===== src/rtl/mul_batch_sequencer_if.sv =====
// mul_batch_sequencer_if
//   Groups the run handshake and the data-memory port used by mul_batch_sequencer.
//   master : the sequencer (drives the memory port, reports done/busy).
//   slave  : the host/memory side (drives start, returns read data).
//   Signals:
//     start     host -> seq   run request, a 1->0 transition launches a run
//     done      seq  -> host  results complete, held until start rises
//     busy      seq  -> host  sequencer is loading/multiplying/storing
//     mem_own   seq  -> mem   steers the data-memory port to the sequencer
//     mem_addr  seq  -> mem   byte address
//     mem_we    seq  -> mem   synchronous write enable
//     mem_wdata seq  -> mem   write byte
//     mem_rdata mem  -> seq   combinational read byte of mem_addr
interface mul_batch_sequencer_if #(
    parameter int unsigned AW = 8
);
    logic          start;
    logic          done;
    logic          busy;
    logic          mem_own;
    logic [AW-1:0] mem_addr;
    logic          mem_we;
    logic [7:0]    mem_wdata;
    logic [7:0]    mem_rdata;

    modport master (
        input  start,
        input  mem_rdata,
        output done,
        output busy,
        output mem_own,
        output mem_addr,
        output mem_we,
        output mem_wdata
    );

    modport slave (
        output start,
        output mem_rdata,
        input  done,
        input  busy,
        input  mem_own,
        input  mem_addr,
        input  mem_we,
        input  mem_wdata
    );
endinterface


===== src/rtl/mul_batch_sequencer.sv =====
// mul_batch_sequencer
//   Runs NUM_PAIRS unsigned 16x16 multiplies out of data memory. Pair j is read
//   big-endian from SRC_BASE+4j..+3 (A then B) and the 32-bit product is written
//   big-endian to DST_BASE+4j..+3. Each pair takes 4 load + 16 shift-add + 4 store
//   cycles. The sequencer owns the memory port only while busy.
//   Ports:
//     clk      rising-edge clock
//     reset_n  asynchronous active-low reset
//     bus      mul_batch_sequencer_if.master (handshake + memory port)
module mul_batch_sequencer #(
    parameter int unsigned NUM_PAIRS = 16,
    parameter int unsigned SRC_BASE  = 0,
    parameter int unsigned DST_BASE  = 64,
    parameter int unsigned AW        = 8
) (
    input logic                  clk,
    input logic                  reset_n,
    mul_batch_sequencer_if.master bus
);

    localparam int unsigned JW = (NUM_PAIRS > 1) ? $clog2(NUM_PAIRS) : 1;
    localparam logic [JW-1:0] LastPair = JW'(NUM_PAIRS - 1);

    localparam logic [2:0] StIdle  = 3'd0;
    localparam logic [2:0] StLoad  = 3'd1;
    localparam logic [2:0] StMul   = 3'd2;
    localparam logic [2:0] StStore = 3'd3;
    localparam logic [2:0] StDone  = 3'd4;

    logic [2:0]    r_state, w_state_d;
    logic          r_start_q;
    logic [JW-1:0] r_j, w_j_d;
    logic [1:0]    r_byte, w_byte_d;
    logic [3:0]    r_i, w_i_d;
    logic [15:0]   r_op_a, w_op_a_d;
    logic [15:0]   r_op_b, w_op_b_d;
    logic [31:0]   r_prod, w_prod_d;

    logic          w_launch;
    logic          w_busy;
    logic [31:0]   w_addend;
    logic [AW-1:0] w_src_addr;
    logic [AW-1:0] w_dst_addr;
    logic [7:0]    w_store_byte;

    // Launch needs a high sample of start followed by a low one.
    assign w_launch = r_start_q & ~bus.start;
    assign w_addend = {16'h0000, r_op_a} << r_i;

    // {j, b} is exactly 4j+b; parameter legality keeps these from wrapping.
    assign w_src_addr = AW'(SRC_BASE) + AW'({r_j, r_byte});
    assign w_dst_addr = AW'(DST_BASE) + AW'({r_j, r_byte});

    always_comb begin
        w_store_byte = 8'h00;
        unique case (r_byte)
            2'd0: w_store_byte = r_prod[31:24];
            2'd1: w_store_byte = r_prod[23:16];
            2'd2: w_store_byte = r_prod[15:8];
            2'd3: w_store_byte = r_prod[7:0];
        endcase
    end

    always_comb begin
        w_state_d = r_state;
        w_j_d     = r_j;
        w_byte_d  = r_byte;
        w_i_d     = r_i;
        w_op_a_d  = r_op_a;
        w_op_b_d  = r_op_b;
        w_prod_d  = r_prod;
        case (r_state)
            StIdle: begin
                if (w_launch) begin
                    w_state_d = StLoad;
                    w_j_d     = '0;
                    w_byte_d  = '0;
                end
            end
            StLoad: begin
                if (bus.start) begin
                    w_state_d = StIdle;
                end else begin
                    unique case (r_byte)
                        2'd0: w_op_a_d[15:8] = bus.mem_rdata;
                        2'd1: w_op_a_d[7:0]  = bus.mem_rdata;
                        2'd2: w_op_b_d[15:8] = bus.mem_rdata;
                        2'd3: w_op_b_d[7:0]  = bus.mem_rdata;
                    endcase
                    w_byte_d = r_byte + 2'd1;
                    if (r_byte == 2'd3) begin
                        w_prod_d  = '0;
                        w_i_d     = '0;
                        w_state_d = StMul;
                    end
                end
            end
            StMul: begin
                if (bus.start) begin
                    w_state_d = StIdle;
                end else begin
                    if (r_op_b[r_i]) begin
                        w_prod_d = r_prod + w_addend;
                    end
                    w_i_d = r_i + 4'd1;
                    if (r_i == 4'd15) begin
                        w_byte_d  = '0;
                        w_state_d = StStore;
                    end
                end
            end
            StStore: begin
                if (bus.start) begin
                    w_state_d = StIdle;
                end else begin
                    w_byte_d = r_byte + 2'd1;
                    if (r_byte == 2'd3) begin
                        if (r_j == LastPair) begin
                            w_state_d = StDone;
                        end else begin
                            w_j_d     = r_j + 1'b1;
                            w_state_d = StLoad;
                        end
                    end
                end
            end
            StDone: begin
                if (bus.start) begin
                    w_state_d = StIdle;
                end
            end
            default: w_state_d = StIdle;
        endcase
    end

    always_ff @(posedge clk or negedge reset_n) begin
        if (!reset_n) begin
            r_state   <= StIdle;
            r_start_q <= 1'b0;
            r_j       <= '0;
            r_byte    <= '0;
            r_i       <= '0;
            r_op_a    <= '0;
            r_op_b    <= '0;
            r_prod    <= '0;
        end else begin
            r_state   <= w_state_d;
            r_start_q <= bus.start;
            r_j       <= w_j_d;
            r_byte    <= w_byte_d;
            r_i       <= w_i_d;
            r_op_a    <= w_op_a_d;
            r_op_b    <= w_op_b_d;
            r_prod    <= w_prod_d;
        end
    end

    assign w_busy      = (r_state == StLoad) || (r_state == StMul) || (r_state == StStore);
    assign bus.busy    = w_busy;
    assign bus.mem_own = w_busy;
    assign bus.done    = (r_state == StDone);
    // Decoded straight from state so reset removes the write strobe asynchronously.
    assign bus.mem_we  = (r_state == StStore);

    always_comb begin
        bus.mem_addr  = '0;
        bus.mem_wdata = 8'h00;
        case (r_state)
            StLoad: bus.mem_addr = w_src_addr;
            StStore: begin
                bus.mem_addr  = w_dst_addr;
                bus.mem_wdata = w_store_byte;
            end
            default: ;
        endcase
    end

endmodule


===== src/flat_wrapper.sv =====
// flat-port wrapper written by rule: the top's interface ports become plain ports
module mul_batch_sequencer_flat 
#(
    parameter int unsigned NUM_PAIRS = 16,
    parameter int unsigned SRC_BASE  = 0,
    parameter int unsigned DST_BASE  = 64,
    parameter int unsigned AW        = 8
)
  (clk, reset_n, bus_start, bus_mem_rdata, bus_done, bus_busy, bus_mem_own, bus_mem_addr, bus_mem_we, bus_mem_wdata);
  mul_batch_sequencer_if #(.AW(AW)) bus_i ();
  input logic clk;
  input logic reset_n;
  input wire logic [$bits(bus_i.start)-1:0] bus_start;
  input wire logic [$bits(bus_i.mem_rdata)-1:0] bus_mem_rdata;
  output wire logic [$bits(bus_i.done)-1:0] bus_done;
  output wire logic [$bits(bus_i.busy)-1:0] bus_busy;
  output wire logic [$bits(bus_i.mem_own)-1:0] bus_mem_own;
  output wire logic [$bits(bus_i.mem_addr)-1:0] bus_mem_addr;
  output wire logic [$bits(bus_i.mem_we)-1:0] bus_mem_we;
  output wire logic [$bits(bus_i.mem_wdata)-1:0] bus_mem_wdata;
  assign bus_i.start = bus_start;
  assign bus_i.mem_rdata = bus_mem_rdata;
  assign bus_done = bus_i.done;
  assign bus_busy = bus_i.busy;
  assign bus_mem_own = bus_i.mem_own;
  assign bus_mem_addr = bus_i.mem_addr;
  assign bus_mem_we = bus_i.mem_we;
  assign bus_mem_wdata = bus_i.mem_wdata;
  mul_batch_sequencer #(.NUM_PAIRS(NUM_PAIRS), .SRC_BASE(SRC_BASE), .DST_BASE(DST_BASE), .AW(AW)) u_core (.clk(clk), .reset_n(reset_n), .bus(bus_i));
endmodule

===== config.mk =====
export PLATFORM = sky130hd
export DESIGN_NAME = mul_batch_sequencer_flat
export DESIGN_NICKNAME = d
export VERILOG_FILES = /design/src/rtl/mul_batch_sequencer_if.sv /design/src/rtl/mul_batch_sequencer.sv /design/src/flat_wrapper.sv
export SDC_FILE = /design/constraint.sdc
export NUM_CORES = 1
export LEC_CHECK = 0
export ABC_AREA = 1
export CAP_MARGIN = 30
export CORE_MARGIN = 1.5
export CORE_UTILIZATION = 50
export CTS_CLUSTER_SIZE = 24
export DETAILED_ROUTE_END_ITERATION = 10
export PLACE_DENSITY = 0.68
export SLEW_MARGIN = 0
export SYNTH_ARGS = -nofsm -noshare
export SYNTH_HDL_FRONTEND = slang
export SYNTH_SLANG_ARGS = --single-unit

===== constraint.sdc =====
create_clock -name clk -period 5.4 [get_ports clk]
set_input_delay 1.35 -clock clk [delete_from_list [all_inputs] [get_ports clk]]
set_output_delay 1.35 -clock clk [all_outputs]
set_load 0.05 [all_outputs]

# ---- Yosys cells after proc, flatten, opt, wreduce, memory -nomap -nowiden
# Cells that the tools add are included.
dict set report totals {
  regBits 78
  input_bits 11
  wordCells 93
}
dict set report op_classes {
  addsub 5
  n_lt_le_gt_ge 1
  n_eq_ne 23
  shift 1
  mux 34
  bitwise 2
  n_reduce_logical 17
}
# operator n
set ops {}
lappend ops {{$mux W32} 4}
lappend ops {{$pmux W32 S2} 1}
lappend ops {{$add A32 B32 Y32} 1}
lappend ops {{$pmux W8 S4} 1}
lappend ops {{$shl A16 B4 Y32} 1}
lappend ops {{$mux W4} 7}
lappend ops {{$mux W3} 9}
lappend ops {{$reduce_and A5 Y1} 4}
lappend ops {{$pmux W4 S2} 2}
lappend ops {{$pmux W8 S2} 1}
lappend ops {{$pmux W3 S5} 1}
lappend ops {{$ne A2 B2 Y1 const B} 6}
lappend ops {{$reduce_and A3 Y1} 4}
lappend ops {{$ne A2 B1 Y1 const B} 5}
lappend ops {{$ne A3 B2 Y1 const B} 3}
lappend ops {{$add A4 B1 Y4 const B} 2}
lappend ops {{$add A7 B6 Y8 const A} 1}
lappend ops {{$eq A4 B4 Y1 const B} 2}
lappend ops {{$mux W2} 4}
lappend ops {{$mux W8} 1}
lappend ops {{$eq A3 B2 Y1 const B} 2}
lappend ops {{$pmux W2 S3} 1}
lappend ops {{$lt A4 B5 Y1 const B} 1}
lappend ops {{$bmux W1 S4} 1}
lappend ops {{other kinds (15)} 18}

# ---- Longest topological paths before layout
# Gate-level depths: netlist (run 1).
dict set report logic_depth {
  word_depth 5
  mapped_depth 25
}

# ---- Worst setup path after synthesis (run 1)
# OpenSTA, ideal clock, no wires.
dict set report synth_path {
  kind {register to output}
  from {reg u_core.r_state[2]}
  to {out bus_mem_wdata[0]}
  arrival_time_ps 2332
  t_required_ps 4050
  slack_ps 1718
  path_stages_with_launch 5
  n_path_buf 1
  path_cell_list {dfrtp_1 nor3_2 clkbuf_1 o21ai_0 nor2_1}
}
dict set report synth_between {
  elab_chain_len 2
}
# item line_no
set synth_lines {}
lappend synth_lines {{start, declared} mul_batch_sequencer.sv:30} ;# logic [2:0] r_state, w_state_d;
lappend synth_lines {{start signal, assigned} mul_batch_sequencer.sv:138} ;# r_state <= StIdle;
lappend synth_lines {{start signal, assigned} mul_batch_sequencer.sv:147} ;# r_state <= w_state_d;
lappend synth_lines {{$eq A3 B2 Y1} --}
lappend synth_lines {{via bus_mem_we} flat_wrapper.sv:19} ;# output wire logic [$bits(bus_i.mem_we)-1:0] bus_mem_we;
lappend synth_lines {{$mux W8} mul_batch_sequencer.sv:168} ;# case (r_state)
lappend synth_lines {{end, declared} flat_wrapper.sv:20} ;# output wire logic [$bits(bus_i.mem_wdata)-1:0] bus_mem_wdata;
# The timed path passes the listed nets, and every way through them passes these cells.

# ---- Worst setup path after layout (run 1)
dict set report layout_path {
  from {reg u_core.r_byte[0]}
  to {out bus_mem_wdata[2]}
}
dict set report layout_between {
  elab_chain_len 3
}
# item line_no
set layout_lines {}
lappend layout_lines {{start, declared} mul_batch_sequencer.sv:33} ;# logic [1:0] r_byte, w_byte_d;
lappend layout_lines {{start signal, assigned} mul_batch_sequencer.sv:150} ;# r_byte <= w_byte_d;
lappend layout_lines {{$eq A2 B2 Y1 (tied with other cells)} mul_batch_sequencer.sv:56} ;# unique case (r_byte)
lappend layout_lines {{$pmux W8 S4 *} mul_batch_sequencer.sv:56}
lappend layout_lines {{$mux W8 *} mul_batch_sequencer.sv:168}
# Every way passes the cells marked *; elsewhere a longest branch is shown, timed or not.

==> key figures, run 1 <==
Outcome
  • Outcome: finished clean

Clock tree
  • Register clock-pin slew on the reported worst setup and hold paths: 0.06 ns
  • Clock tree from TritonCTS: yes
  • Hold buffers post-CTS: 0
  • Total number of clock tree sinks: 78
  • H-tree levels: 3
  • CTS buffer count: 9
  • Maximum buffer depth of the clock tree: 2
  • Clock root buffer: sky130_fd_sc_hd__clkbuf_16
  • Number of gates resized after cts: 0
  • Insertion delay of the later-clocked pin in the worst-skew pair: 0.35 ns
  • Post-CTS setup buffers: 0

Place
  • Port Buffer Count: 29
  • Number of placed instances with taps included: 1307
  • Weighted congestion at the end of routability-driven global placement: 0.9582
  • DPL Wire Length: 15920 um

Synthesis
  • Adder and majority gate portion of the synthesized area: 0.07213
  • Synthesized area: 6869 um^2
  • #FFs+latches synth: 78
  • Unique cell type count in the Yosys netlist: 43
  • Dominant synthesized flop cell: sky130_fd_sc_hd__dfrtp_1
  • Xor-xnor portion of the synthesized cell area: 0.02040
  • Number of warnings reported in the yosys synthesis log: 0
  • Mean instance size in the synthesized netlist: 6.068 um^2
  • Portion of netlist area occupied by mux cells: 0.002914
  • Post-Synth Simple-Gate Area: 0.3729
  • Post-synthesis sequential area ratio: 0.2842
  • Async SR Flop Fraction: 1.000
  • Net Count, Synth: 1182
  • Combinational family with the most area after synthesis: simple AND/OR/NAND/NOR gates
  • Count of flip-flops with a built-in enable after synthesis: 0
  • Area fraction in compound gates after synthesis: 0.1206
  • Synthesized instance count: 1132

Power and ir drop
  • Part of the total power dissipated in combinational logic: 0.584
  • Cell leakage power: 4.135 nW
  • Int Pwr: 0.001926 W
  • Net Switching: 0.002010 W
  • Sequential Power Share: 0.243
  • VDD IR-drop max: 309.9 uV
  • Pwr/cell area: 520.5 nW/um^2
  • Fraction of power consumed by the clock network: 0.173
  • Sw Share: 0.5107

STA
  • Fin crit share: 0.7281
  • Clock Skew: 0.01413 ns
  • Setup repair after global routing missed its margin: false
  • Sum Neg Setup Slack: 0 ns
  • Max-slew headroom at the worst pin: 0.3972
  • Slew @ Worst Pin: 0.9007 ns
  • Final hold violation count: 0
  • Clock period minus final worst setup slack: 3.932 ns
  • Timing-limited maximum frequency: 254.3 MHz
  • Slew Viols, Final: 0
  • Endpoints failing setup: 0

Global route
  • Total global routing track utilization: 0.2933
  • Wire length of the first global-routing pass: 32720 um
  • Overflow left after global routing: 0
  • Antenna violations before repair: 0
  • Number of global-route vias before repair: 6319
  • Maximum number of pins on one net before global-route repair: 53

Layout
  • Final standard cell count with taps included and fillers excluded: 1322
  • Area growth syn-to-layout: 10.05%
  • Number of diodes added for antenna fixing: 0
  • Layout cells sized above 1: 0.03054
  • Number of nets in the layout: 1192

Setup path
  • Setup slack of the most critical reg-to-reg path: 1.60 ns
  • Reg-to-reg endpoint: u_core.r_prod[31]$_DFFE_PN0P_
  • Worst reg2reg startpoint: u_core.r_i[1]$_DFFE_PN0P_
  • Cells traversed along the worst timing path: inv_1 -> ha_1 -> inv_1 -> o21ai_0 -> a221oi_1 -> nor2_1 -> clkdlybuf4s50_1
  • Signal arrival time at the worst endpoint: 2.58 ns
  • CP max FO: 13
  • CP Capture Type: output pin
  • Total number of cells along the worst setup path: 7
  • Type of element launching the critical path: flop
  • Maximum single-stage delay on the critical path: 0.84 ns
  • Crit path required time: 4.05 ns
  • Count of buffer and inverter cells on the critical path: 3
  • Type of the worst setup path: reg2out
  • Critical Path Most Common Cell: sky130_fd_sc_hd__inv_1
  • Largest delay share family, worst path: buffers and inverters
  • R2R depth: 18
  • Master of the slowest instance on the critical path: sky130_fd_sc_hd__clkdlybuf4s50_1

Floorplan
  • Chip height: 120.2 um
  • Width of the chip: 120.2 um
  • Starting Density: 0.5146
  • Placeable Area: 13350 um^2
  • Row count: 42
  • Area enclosed by the die boundary: 14450 um^2
  • Number of top-level design ports: 31

Route
  • Routed wirelength normalized by instance count: 15.25 um
  • Remaining routing DRC violations: 0
  • Via total after detailed routing: 6867
  • Pre-antenna DRT Iters: 5
  • Final ANT Viol Nets: 0
  • Number of DRC markers after the initial detailed-route iteration: 424
  • Total routed wirelength: 20160 um
  • Vias per Instance: 5.194

Run
  • Number of maximum-capacitance constraint violations: 0

Min path
  • Cell depth of the worst min-delay path: 2
  • Type of the worst min-delay path: reg2reg
  • Min-Delay Endpoint: u_core.r_op_b[3]$_DFFE_PN0P_
  • Startpoint of the tightest hold check path: u_core.r_op_b[3]$_DFFE_PN0P_
==> worst register-to-register path: cells and delay by family, from the launching register on <==
kind            cells  cell delay, ns
buf+inv             3            0.68
compound gates      3            0.59
simple gates       11            1.22
flops               1            0.79
fa+ha+maj           1            0.41
==> layout by cell type, fill, tap and decap left out, types with 5 or more instances in the layout <==
| cell type | n |
|---|---|
| sky130_fd_sc_hd__o21ai_1 | 10 |
| sky130_fd_sc_hd__dfrtp_1 | 78 |
| sky130_fd_sc_hd__inv_1 | 185 |
| sky130_fd_sc_hd__ha_1 | 38 |
| sky130_fd_sc_hd__nand4_1 | 8 |
| sky130_fd_sc_hd__nand3_1 | 71 |
| sky130_fd_sc_hd__a21oi_1 | 22 |
| sky130_fd_sc_hd__nand3b_1 | 6 |
| sky130_fd_sc_hd__nor2_1 | 83 |
| sky130_fd_sc_hd__a221oi_1 | 5 |
| sky130_fd_sc_hd__a31oi_1 | 6 |
| sky130_fd_sc_hd__nand2_1 | 429 |
| sky130_fd_sc_hd__xnor2_1 | 12 |
| sky130_fd_sc_hd__clkbuf_16 | 9 |
| sky130_fd_sc_hd__clkdlybuf4s50_1 | 28 |
| sky130_fd_sc_hd__o21ai_0 | 105 |
==> sequential cells by signal (all words and copies together), names as in the netlist <==
register,count
u_core.r_byte,2
u_core.r_start_q,1
u_core.r_i,4
u_core.r_op_a,16
u_core.r_j,4
u_core.r_op_b,16
u_core.r_prod,32
u_core.r_state,3
==> synthesized netlist by cell type, types with 2 or more instances <==
master	n	area, um^2
sky130_fd_sc_hd__o21ai_0	105	525.5
sky130_fd_sc_hd__buf_2	7	35.03
sky130_fd_sc_hd__a21oi_1	22	110.1
sky130_fd_sc_hd__o21ai_1	10	50.05
sky130_fd_sc_hd__a31oi_1	6	37.54
sky130_fd_sc_hd__clkbuf_1	15	56.30
sky130_fd_sc_hd__nor3_4	2	32.53
sky130_fd_sc_hd__buf_1	5	18.77
sky130_fd_sc_hd__nand2_4	2	22.52
sky130_fd_sc_hd__nand3b_1	6	45.04
sky130_fd_sc_hd__and3_1	2	12.51
sky130_fd_sc_hd__mux2i_1	2	20.02
sky130_fd_sc_hd__or2_2	3	18.77
sky130_fd_sc_hd__xnor2_1	12	105.1
sky130_fd_sc_hd__nor2_1	83	311.6
sky130_fd_sc_hd__inv_1	185	694.4
sky130_fd_sc_hd__nand3_1	71	355.3
sky130_fd_sc_hd__dfrtp_1	78	1952
sky130_fd_sc_hd__inv_2	3	11.26
sky130_fd_sc_hd__and2_1	4	25.02
sky130_fd_sc_hd__nand2_1	429	1610
sky130_fd_sc_hd__ha_1	38	475.5
sky130_fd_sc_hd__nand4_1	8	50.05
sky130_fd_sc_hd__buf_4	4	30.03
sky130_fd_sc_hd__xor2_1	4	35.03
sky130_fd_sc_hd__nor3_1	4	20.02
sky130_fd_sc_hd__buf_6	2	22.52
sky130_fd_sc_hd__a221oi_1	5	43.79
==> logic make-up (layout without fill, tap and decap cells) <==
group                      Yosys count  after routing
muxes                                2              2
other                                1              1
adders and majority gates           39             39
AOI/OAI and AO/OA                  155            155
DFF                                 78             78
xor gates and xnor gates            16             16
and+or+nand+nor                    620            620
buffers and inverters              221            235
==> power by group through the flow <==
| stage | clock network, W | registers [W] | logic, W |
|---|---|---|---|
| floorplan | 0 | 0.000861 | 0.00178 |
| global placement | 0 | 0.000959 | 0.00225 |
| detailed placement | 0 | 0.000961 | 0.00226 |
| CTS | 0.000687 | 0.000952 | 0.00228 |
| global route | 0.000708 | 0.000981 | 0.00261 |
| finish | 0.000680 | 0.000958 | 0.00230 |
==> metal layers <==
metal / wire length, um / GRT usage
met5: 0 / 0
met4: 800 / 0.1199
met3: 961 / 0.03632
met2: 9246 / 0.4807
met1: 9152 / 0.3938
==> metrics by stage <==
stage / util / total power, W / area, um^2 / hold slack [ns] / worst slack (ns)
after global placement: 0.5422 / 0.003212 / 7237 / 0.4672 / 1.699
final: 0.5664 / 0.003935 / 7560 / 0.4843 / 1.468
after CTS: 0.5664 / 0.003916 / 7560 / 0.4885 / 1.487
after detailed placement: 0.5422 / 0.003223 / 7237 / 0.4728 / 1.673
after floorplan: - / 0.002642 / 6869 / 0.4455 / 1.718
after global routing: 0.5664 / 0.004297 / 7560 / 0.5107 / 1.152
==> worst max-delay path by stage <==
stage                     slack, ns                     startpoint                       endpoint
final                          1.47   u_core.r_byte[0]$_DFFE_PN0P_               bus_mem_wdata[2]
after CTS                      1.49   u_core.r_byte[0]$_DFFE_PN0P_               bus_mem_wdata[2]
after detailed placement       1.67      u_core.r_i[1]$_DFFE_PN0P_  u_core.r_prod[23]$_DFFE_PN0P_
after floorplan                1.72  u_core.r_state[2]$_DFFE_PN0P_               bus_mem_wdata[0]
after global routing           1.15      u_core.r_i[1]$_DFFE_PN0P_  u_core.r_prod[23]$_DFFE_PN0P_
after global placement         1.70      u_core.r_i[1]$_DFFE_PN0P_  u_core.r_prod[23]$_DFFE_PN0P_
==> cell type report <==
type                    instances  area (um^2)
clock inverters                 5        83.83
inverters                     188        705.7
repair buffers                 32        310.3
multi-input cells             833         4049
fillers                      1389         5788
flip-flops and latches         78         1952
clock buffers                  10        239.0
well taps                     176        220.2
No activity file was read; power rests on OpenSTA's default activity.
==> run 2, diff against run 1 <==
--- a/config.mk
+++ b/config.mk
@@ -11,7 +11,7 @@
 export CORE_UTILIZATION = 50
 export CTS_CLUSTER_SIZE = 24
 export DETAILED_ROUTE_END_ITERATION = 10
-export PLACE_DENSITY = 0.68
+export PLACE_DENSITY = 0.71
 export SLEW_MARGIN = 0
 export SYNTH_ARGS = -nofsm -noshare
 export SYNTH_HDL_FRONTEND = slang
==> constraint.sdc (replaced) <==
create_clock -name clk -period 3.5 [get_ports clk]
set_input_delay 0.875 -clock clk [delete_from_list [all_inputs] [get_ports clk]]
set_output_delay 0.875 -clock clk [all_outputs]
set_load 0.05 [all_outputs]
==> key figures, run 2 (synthesis gave the netlist of run 1 again) <==
Setup path
  • CP Capture Type: output pin (unchanged)
  • Crit path required time: 2.62 ns (was 4.05 ns)
  • Critical Path Most Common Cell: sky130_fd_sc_hd__inv_1 (unchanged)
  • Maximum single-stage delay on the critical path: 0.38 ns (was 0.84 ns)
  • Worst reg2reg startpoint: u_core.r_i[0]$_DFFE_PN0P_ (was u_core.r_i[1]$_DFFE_PN0P_)
  • Cells traversed along the worst timing path: inv_1 -> ha_1 -> inv_1 -> o21ai_0 -> a221oi_1 -> nor2_1 -> buf_4 (was inv_1 -> ha_1 -> inv_1 -> o21ai_0 -> a221oi_1 -> nor2_1 -> clkdlybuf4s50_1)
  • Launching element of the worst setup path: u_core.r_byte[0]$_DFFE_PN0P_ (unchanged)
  • CP max FO: 13 (unchanged)
  • Signal arrival time at the worst endpoint: 2.38 ns (was 2.58 ns)
  • Type of the worst setup path: reg2out (unchanged)
  • Largest delay share family, worst path: buffers and inverters (unchanged)
  • Type of element launching the critical path: flop (unchanged)
  • Master of the slowest instance on the critical path: sky130_fd_sc_hd__a221oi_1 (was sky130_fd_sc_hd__clkdlybuf4s50_1)
  • Count of buffer and inverter cells on the critical path: 3 (unchanged)

STA
  • Sum Neg Setup Slack: 0 ns (unchanged)
  • Final hold violation count: 0 (unchanged)
  • Slew @ Worst Pin: 0.8676 ns (was 0.9007 ns)
  • Slew Viols, Final: 0 (unchanged)
  • Clock period minus final worst setup slack: 3.256 ns
  • Timing-limited maximum frequency: 307.1 MHz
  • Endpoints failing setup: 0 (unchanged)
  • Clock Skew: 0.01410 ns (was 0.01413 ns)
  • Max-slew headroom at the worst pin: 0.4194 (was 0.3972)
  • Setup repair after global routing missed its margin: true (was false)
  • Fin crit share: 0.9302

Global route
  • Wire length of the first global-routing pass: 32850 um (was 32720 um)
  • Antenna violations before repair: 0 (unchanged)
  • Total global routing track utilization: 0.2927 (was 0.2933)
  • Maximum number of pins on one net before global-route repair: 56 (was 53)
  • Overflow left after global routing: 0 (unchanged)
  • Number of global-route vias before repair: 6457 (was 6319)

Floorplan
  • Starting Density: 0.5146 (unchanged)
  • Row count: 42 (unchanged)
  • Chip height: 120.2 um (unchanged)
  • Placeable Area: 13350 um^2 (unchanged)
  • Width of the chip: 120.2 um (unchanged)
  • Number of top-level design ports: 31 (unchanged)
  • Area enclosed by the die boundary: 14450 um^2 (unchanged)

Place
  • Port Buffer Count: 29 (unchanged)
  • Weighted congestion at the end of routability-driven global placement: 0.9915 (was 0.9582)
  • Number of placed instances with taps included: 1315 (was 1307)
  • DPL Wire Length: 15980 um (was 15920 um)

Layout
  • Most common cell after layout, fill and taps aside: sky130_fd_sc_hd__nand2_1 (unchanged)
  • Commonest non-fill, non-tap cells in the layout: 429 x sky130_fd_sc_hd__nand2_1, 184 x sky130_fd_sc_hd__inv_1, 104 x sky130_fd_sc_hd__o21ai_0 (was 429 x sky130_fd_sc_hd__nand2_1, 185 x sky130_fd_sc_hd__inv_1, 105 x sky130_fd_sc_hd__o21ai_0)
  • Area growth syn-to-layout: 12.00% (was 10.05%)
  • Most flops, register: u_core.r_prod (unchanged)
  • Filler Cell Count: 1358 (was 1389)
  • Number of diodes added for antenna fixing: 0 (unchanged)
  • Number of nets in the layout: 1201 (was 1192)
  • Final standard cell count with taps included and fillers excluded: 1332 (was 1322)
  • Flip-flop count of the largest register after layout: 32 (unchanged)
  • Layout cells sized above 1: 0.04844 (was 0.03054)
  • Registers with the most flip-flops: u_core.r_prod: 32 flops, u_core.r_op_a: 16 flops, u_core.r_op_b: 16 flops (unchanged)

Clock tree
  • CTS buffer count: 9 (unchanged)
  • Total number of clock tree sinks: 78 (unchanged)
  • Insertion delay of the later-clocked pin in the worst-skew pair: 0.36 ns (was 0.35 ns)
  • Maximum buffer depth of the clock tree: 2 (unchanged)
  • H-tree levels: 3 (unchanged)
  • Post-CTS setup buffers: 0 (unchanged)
  • Clock root buffer: sky130_fd_sc_hd__clkbuf_16 (unchanged)
  • Register clock-pin slew on the reported worst setup and hold paths: 0.07 ns (was 0.06 ns)
  • Clock tree from TritonCTS: yes (unchanged)

Route
  • Pre-antenna DRT Iters: 5 (unchanged)
  • Total routed wirelength: 20210 um (was 20160 um)
  • Via total after detailed routing: 6988 (was 6867)
  • Number of DRC markers after the initial detailed-route iteration: 673 (was 424)
  • Remaining routing DRC violations: 0 (unchanged)
  • Routed wirelength normalized by instance count: 15.17 um (was 15.25 um)
  • Vias per Instance: 5.246 (was 5.194)
  • Final ANT Viol Nets: 0 (unchanged)

Outcome
  • Outcome: finished clean (unchanged)

Min path
  • Type of the worst min-delay path: in2async (was reg2reg)

Power and ir drop
  • Pwr/cell area: 794.1 nW/um^2 (was 520.5 nW/um^2)
  • Cell leakage power: 4.211 nW (was 4.135 nW)
  • VDD IR-drop max: 442.6 uV (was 309.9 uV)

Run
  • Number of maximum-capacitance constraint violations: 0 (unchanged)
run 2: cell count changes in the layout (fill, tap and decap cells not counted), sizes merged:
cell / change
bufinv: -1
clkdlybuf4s50: -8
clkbuf: +1
buf: +16
clkinv: +2
run 2: layout make-up:
type	count	area [um^2]	share of cell area
inverters	188	709.4	0.09221
repair buffers	40	445.4	0.05790
well taps	176	220.2	0.02862
clock inverters	5	57.56	0.007481
multi-input cells	833	4061	0.5279
flip-flops and latches	78	1952	0.2537
repair inverters	1	5.005	0.0006505
clock buffers	11	242.7	0.03155
run 2: worst paths after layout:
kind / to / slack, ns / cells after the start
setup / recovery: bus_mem_wdata[3] / 0.24 / 7
hold / removal: u_core.r_prod[23]$_DFFE_PN0P_ / 0.42 / 1
setup reg to reg: u_core.r_prod[29]$_DFFE_PN0P_ / 0.29 / 18
hold reg to reg: u_core.r_op_b[3]$_DFFE_PN0P_ / 0.49 / 2
max in group asynchronous: u_core.r_op_b[8]$_DFFE_PN0P_ / 2.47 / 2
min in group clk: u_core.r_op_b[3]$_DFFE_PN0P_ / 0.49 / 2
run 2: per-stage QoR:
stage                     setup slack, ns  hold WS [ns]  cell area, um^2  utilization  total power, W
after global placement             0.4025        0.4605             7345       0.5502        0.005026
after detailed placement           0.3470        0.4695             7372       0.5523        0.005064
after floorplan                    0.2929        0.4455             6869            -        0.004076
final                              0.2442        0.4206             7694       0.5764        0.006109
after global routing            -0.003287        0.4460             7694       0.5764        0.006642
after CTS                          0.3097        0.4349             7672       0.5748        0.006066
run 2: worst register-to-register path, cell delays in order, from the launching register on:
cell	delay (ns)
sky130_fd_sc_hd__dfrtp_1	0.43
sky130_fd_sc_hd__buf_4	0.22
sky130_fd_sc_hd__or2_2	0.30
sky130_fd_sc_hd__o21ai_0	0.11
sky130_fd_sc_hd__o21ai_0	0.17
sky130_fd_sc_hd__nand2_1	0.09
sky130_fd_sc_hd__o21ai_0	0.15
sky130_fd_sc_hd__nand2_1	0.10
sky130_fd_sc_hd__o21ai_0	0.08
sky130_fd_sc_hd__ha_1	0.40
sky130_fd_sc_hd__nand2_1	0.16
sky130_fd_sc_hd__nor2_1	0.23
sky130_fd_sc_hd__and2_1	0.22
sky130_fd_sc_hd__and2_1	0.14
sky130_fd_sc_hd__nand2_1	0.08
sky130_fd_sc_hd__nand2_1	0.06
sky130_fd_sc_hd__nand2_1	0.05
sky130_fd_sc_hd__nand3_1	0.07
sky130_fd_sc_hd__nand2_1	0.05
run 2: per-layer routing:
metal	vias up	GRT usage	part of all wire
li1	3561	-	-
met1	3207	0.3933	0.45
met2	185	0.4761	0.47
met3	35	0.05094	0.050
met4	0	0.1044	0.031
met5	-	0	0
run 2: what timing repair did:
item / CTS / global route
resized for setup: 0 / 5
endpoints found under the setup margin: 0 / 5
hold buffers: 0 / 0
run 2: report_power, final:
group          switching, W  total (W)  internal, W
Clock              0.000415   0.000989     0.000574
Sequential         0.000224    0.00139      0.00117
Combinational       0.00249    0.00373      0.00123
Total               0.00313    0.00611      0.00298
==> run 3, diff against run 2 <==
--- a/config.mk
+++ b/config.mk
@@ -6,7 +6,6 @@
 export NUM_CORES = 1
 export LEC_CHECK = 0
 export ABC_AREA = 1
-export CAP_MARGIN = 30
 export CORE_MARGIN = 1.5
 export CORE_UTILIZATION = 50
 export CTS_CLUSTER_SIZE = 24
==> key figures, run 3 (synthesis gave the netlist of run 1 again) <==
Outcome
  • Outcome: finished clean (unchanged)

STA
  • Sum Neg Setup Slack: 0 ns (unchanged)
  • Clock period minus final worst setup slack: 3.292 ns (was 3.256 ns)
  • Slew Viols, Final: 0 (unchanged)
  • Fin crit share: 0.9406 (was 0.9302)
  • Max-slew headroom at the worst pin: 0.3310 (was 0.4194)
  • Slew @ Worst Pin: 1.004 ns (was 0.8676 ns)
  • Setup repair after global routing missed its margin: false (was true)
  • Worst hold slack: 0.4847 ns (was 0.4206 ns)
  • Endpoints failing setup: 0 (unchanged)
  • Clock Skew: 0.01053 ns (was 0.01410 ns)
  • Timing-limited maximum frequency: 303.8 MHz (was 307.1 MHz)
  • Final hold violation count: 0 (unchanged)

Route
  • Vias per Instance: 5.299 (was 5.246)
  • Routed wirelength normalized by instance count: 15.17 um (about the same)
  • Total routed wirelength: 20170 um (was 20210 um)
  • Pre-antenna DRT Iters: 5 (unchanged)
  • Number of DRC markers after the initial detailed-route iteration: 656 (was 673)
  • Via total after detailed routing: 7048 (was 6988)
  • Final ANT Viol Nets: 0 (unchanged)
  • Remaining routing DRC violations: 0 (unchanged)

Floorplan
  • Number of top-level design ports: 31 (unchanged)
  • Placeable Area: 13350 um^2 (unchanged)
  • Width of the chip: 120.2 um (unchanged)
  • Starting Density: 0.5146 (unchanged)
  • Row count: 42 (unchanged)
  • Chip height: 120.2 um (unchanged)
  • Area enclosed by the die boundary: 14450 um^2 (unchanged)

Global route
  • Antenna violations before repair: 0 (unchanged)
  • Overflow left after global routing: 0 (unchanged)
  • Number of global-route vias before repair: 6539 (was 6457)
  • Maximum number of pins on one net before global-route repair: 79 (was 56)
  • Total global routing track utilization: 0.2917 (was 0.2927)
  • Wire length of the first global-routing pass: 32780 um (was 32850 um)

Layout
  • Number of diodes added for antenna fixing: 0 (unchanged)
  • Design Area, Final: 7654 um^2 (was 7694 um^2)
  • Layout cells sized above 1: 0.04766 (was 0.04844)
  • Area growth syn-to-layout: 11.42% (was 12.00%)
  • Commonest non-fill, non-tap cells in the layout: 429 x sky130_fd_sc_hd__nand2_1, 184 x sky130_fd_sc_hd__inv_1, 104 x sky130_fd_sc_hd__o21ai_0 (unchanged)
  • Registers with the most flip-flops: u_core.r_prod: 32 flops, u_core.r_op_a: 16 flops, u_core.r_op_b: 16 flops (unchanged)
  • Most flops, register: u_core.r_prod (unchanged)
  • Number of nets in the layout: 1200 (was 1201)
  • Most common cell after layout, fill and taps aside: sky130_fd_sc_hd__nand2_1 (unchanged)
  • Final standard cell count with taps included and fillers excluded: 1330 (was 1332)
  • Flip-flop count of the largest register after layout: 32 (unchanged)

Clock tree
  • Register clock-pin slew on the reported worst setup and hold paths: 0.06 ns (was 0.07 ns)
  • Hold buffers post-CTS: 0 (unchanged)
  • Post-CTS setup buffers: 0 (unchanged)
  • Number of gates resized after cts: 0 (unchanged)
  • H-tree levels: 3 (unchanged)
  • Maximum buffer depth of the clock tree: 2 (unchanged)
  • Clock root buffer: sky130_fd_sc_hd__clkbuf_16 (unchanged)
  • Insertion delay of the later-clocked pin in the worst-skew pair: 0.35 ns (was 0.36 ns)
  • Total number of clock tree sinks: 78 (unchanged)
  • CTS buffer count: 9 (unchanged)
  • Clock tree from TritonCTS: yes (unchanged)

Setup path
  • Master of the slowest instance on the critical path: sky130_fd_sc_hd__a221oi_1 (unchanged)
  • Signal arrival time at the worst endpoint: 2.42 ns (was 2.38 ns)
  • Setup crit end: bus_mem_wdata[3] (unchanged)
  • Largest delay share family, worst path: buffers and inverters (unchanged)
  • Crit path required time: 2.62 ns (about the same)
  • Worst reg2reg startpoint: u_core.r_i[0]$_DFFE_PN0P_ (unchanged)
  • Critical Path Most Common Cell: sky130_fd_sc_hd__inv_1 (unchanged)
  • Maximum single-stage delay on the critical path: 0.40 ns (was 0.38 ns)
  • Cells traversed along the worst timing path: inv_1 -> ha_1 -> inv_1 -> o21ai_0 -> a221oi_1 -> nor2_1 -> buf_4 (unchanged)
  • CP max FO: 13 (unchanged)
  • Setup slack of the most critical reg-to-reg path: 0.22 ns (was 0.29 ns)
  • Type of element launching the critical path: flop (unchanged)
  • Type of the worst setup path: reg2out (unchanged)
  • Total number of cells along the worst setup path: 7 (unchanged)
  • Count of buffer and inverter cells on the critical path: 3 (unchanged)
  • Launching element of the worst setup path: u_core.r_byte[0]$_DFFE_PN0P_ (unchanged)
  • CP Capture Type: output pin (unchanged)
  • Reg-to-reg endpoint: u_core.r_prod[29]$_DFFE_PN0P_ (unchanged)
  • R2R depth: 18 (unchanged)

Power and ir drop
  • Part of the total power dissipated in combinational logic: 0.615 (was 0.610)
  • Cell leakage power: 4.194 nW (was 4.211 nW)
  • Sw Share: 0.5157 (was 0.5130)
  • Pwr/cell area: 795.0 nW/um^2 (was 794.1 nW/um^2)
  • VDD IR-drop max: 496.4 uV (was 442.6 uV)
  • Int Pwr: 0.002947 W (was 0.002975 W)
  • Net Switching: 0.003138 W (was 0.003134 W)
  • Sequential Power Share: 0.229 (was 0.228)
  • Fraction of power consumed by the clock network: 0.157 (was 0.162)

Run
  • Number of maximum-capacitance constraint violations: 0 (unchanged)

Min path
  • Type of the worst min-delay path: reg2reg (was in2async)

Place
  • Port Buffer Count: 29 (unchanged)
  • Weighted congestion at the end of routability-driven global placement: 0.9915 (unchanged)
  • Instance area after placement: 7345 um^2 (was 7372 um^2)
  • Number of placed instances with taps included: 1314 (was 1315)
  • DPL Wire Length: 15800 um (was 15980 um)
==> run 3: cell count changes in the layout (fill, tap and decap cells not counted) <==
cell                       previous run  this run
sky130_fd_sc_hd__clkbuf_1             1         0
sky130_fd_sc_hd__clkinv_2             2         3
sky130_fd_sc_hd__buf_16               1         0
sky130_fd_sc_hd__clkbuf_8             1         0
==> run 3: how the worst min path moves through the flow <==
| stage | startpoint | endpoint | cells after the start |
|---|---|---|---|
| after global placement | u_core.r_op_b[12]$_DFFE_PN0P_ | u_core.r_op_b[12]$_DFFE_PN0P_ | 2 |
| after floorplan | u_core.r_op_b[12]$_DFFE_PN0P_ | u_core.r_op_b[12]$_DFFE_PN0P_ | 2 |
| final | u_core.r_op_b[9]$_DFFE_PN0P_ | u_core.r_op_b[9]$_DFFE_PN0P_ | 2 |
| after detailed placement | u_core.r_op_b[4]$_DFFE_PN0P_ | u_core.r_op_b[4]$_DFFE_PN0P_ | 2 |
| after global routing | u_core.r_op_b[9]$_DFFE_PN0P_ | u_core.r_op_b[9]$_DFFE_PN0P_ | 2 |
| after CTS | u_core.r_op_b[4]$_DFFE_PN0P_ | u_core.r_op_b[4]$_DFFE_PN0P_ | 2 |
==> run 3: final cells by class <==
class	instances	area [um^2]
well taps	176	220.2
inverters	188	709.4
repair inverters	1	5.005
clock inverters	6	62.56
repair buffers	39	417.9
fillers	1352	5694
multi-input cells	833	4061
clock buffers	9	225.2
flip-flops and latches	78	1952
==> run 3: worst min-delay path, delay by kind of cell (launching register included) <==
| family | cells | cell delay, ns |
|---|---|---|
| AOI/OAI and AO/OA | 1 | 0.06 |
| and+or+nand+nor | 1 | 0.05 |
| DFF | 1 | 0.34 |
==> run 3: power by group through the flow <==
| stage | Sequential, W | Clock [W] | Combinational, W |
|---|---|---|---|
| after floorplan | 0.00133 | 0 | 0.00275 |
| after global placement | 0.00139 | 0 | 0.00364 |
| after detailed placement | 0.00140 | 0 | 0.00366 |
| after CTS | 0.00138 | 0.000969 | 0.00368 |
| after global routing | 0.00142 | 0.00100 | 0.00417 |
| final | 0.00139 | 0.000953 | 0.00374 |
==> run 3: layer usage <==
| layer | routed length, um | vias up | share of wire | GRT usage |
|---|---|---|---|---|
| met5 | 0 | - | 0 | 0 |
| met4 | 770 | 0 | 0.038 | 0.1140 |
| met3 | 1075 | 49 | 0.053 | 0.04623 |
| met2 | 9293 | 221 | 0.46 | 0.4786 |
| met1 | 9030 | 3218 | 0.45 | 0.3874 |
| li1 | - | 3560 | - | - |
==> run 3: metrics by stage <==
stage               setup WS (ns)  power, W    util
finish                     0.2080  0.006084  0.5734
global route              0.01210  0.006598  0.5734
CTS                        0.3048  0.006034  0.5718
detailed placement         0.3291  0.005058  0.5502
global placement           0.4025  0.005026  0.5502
floorplan                  0.2929  0.004076       -
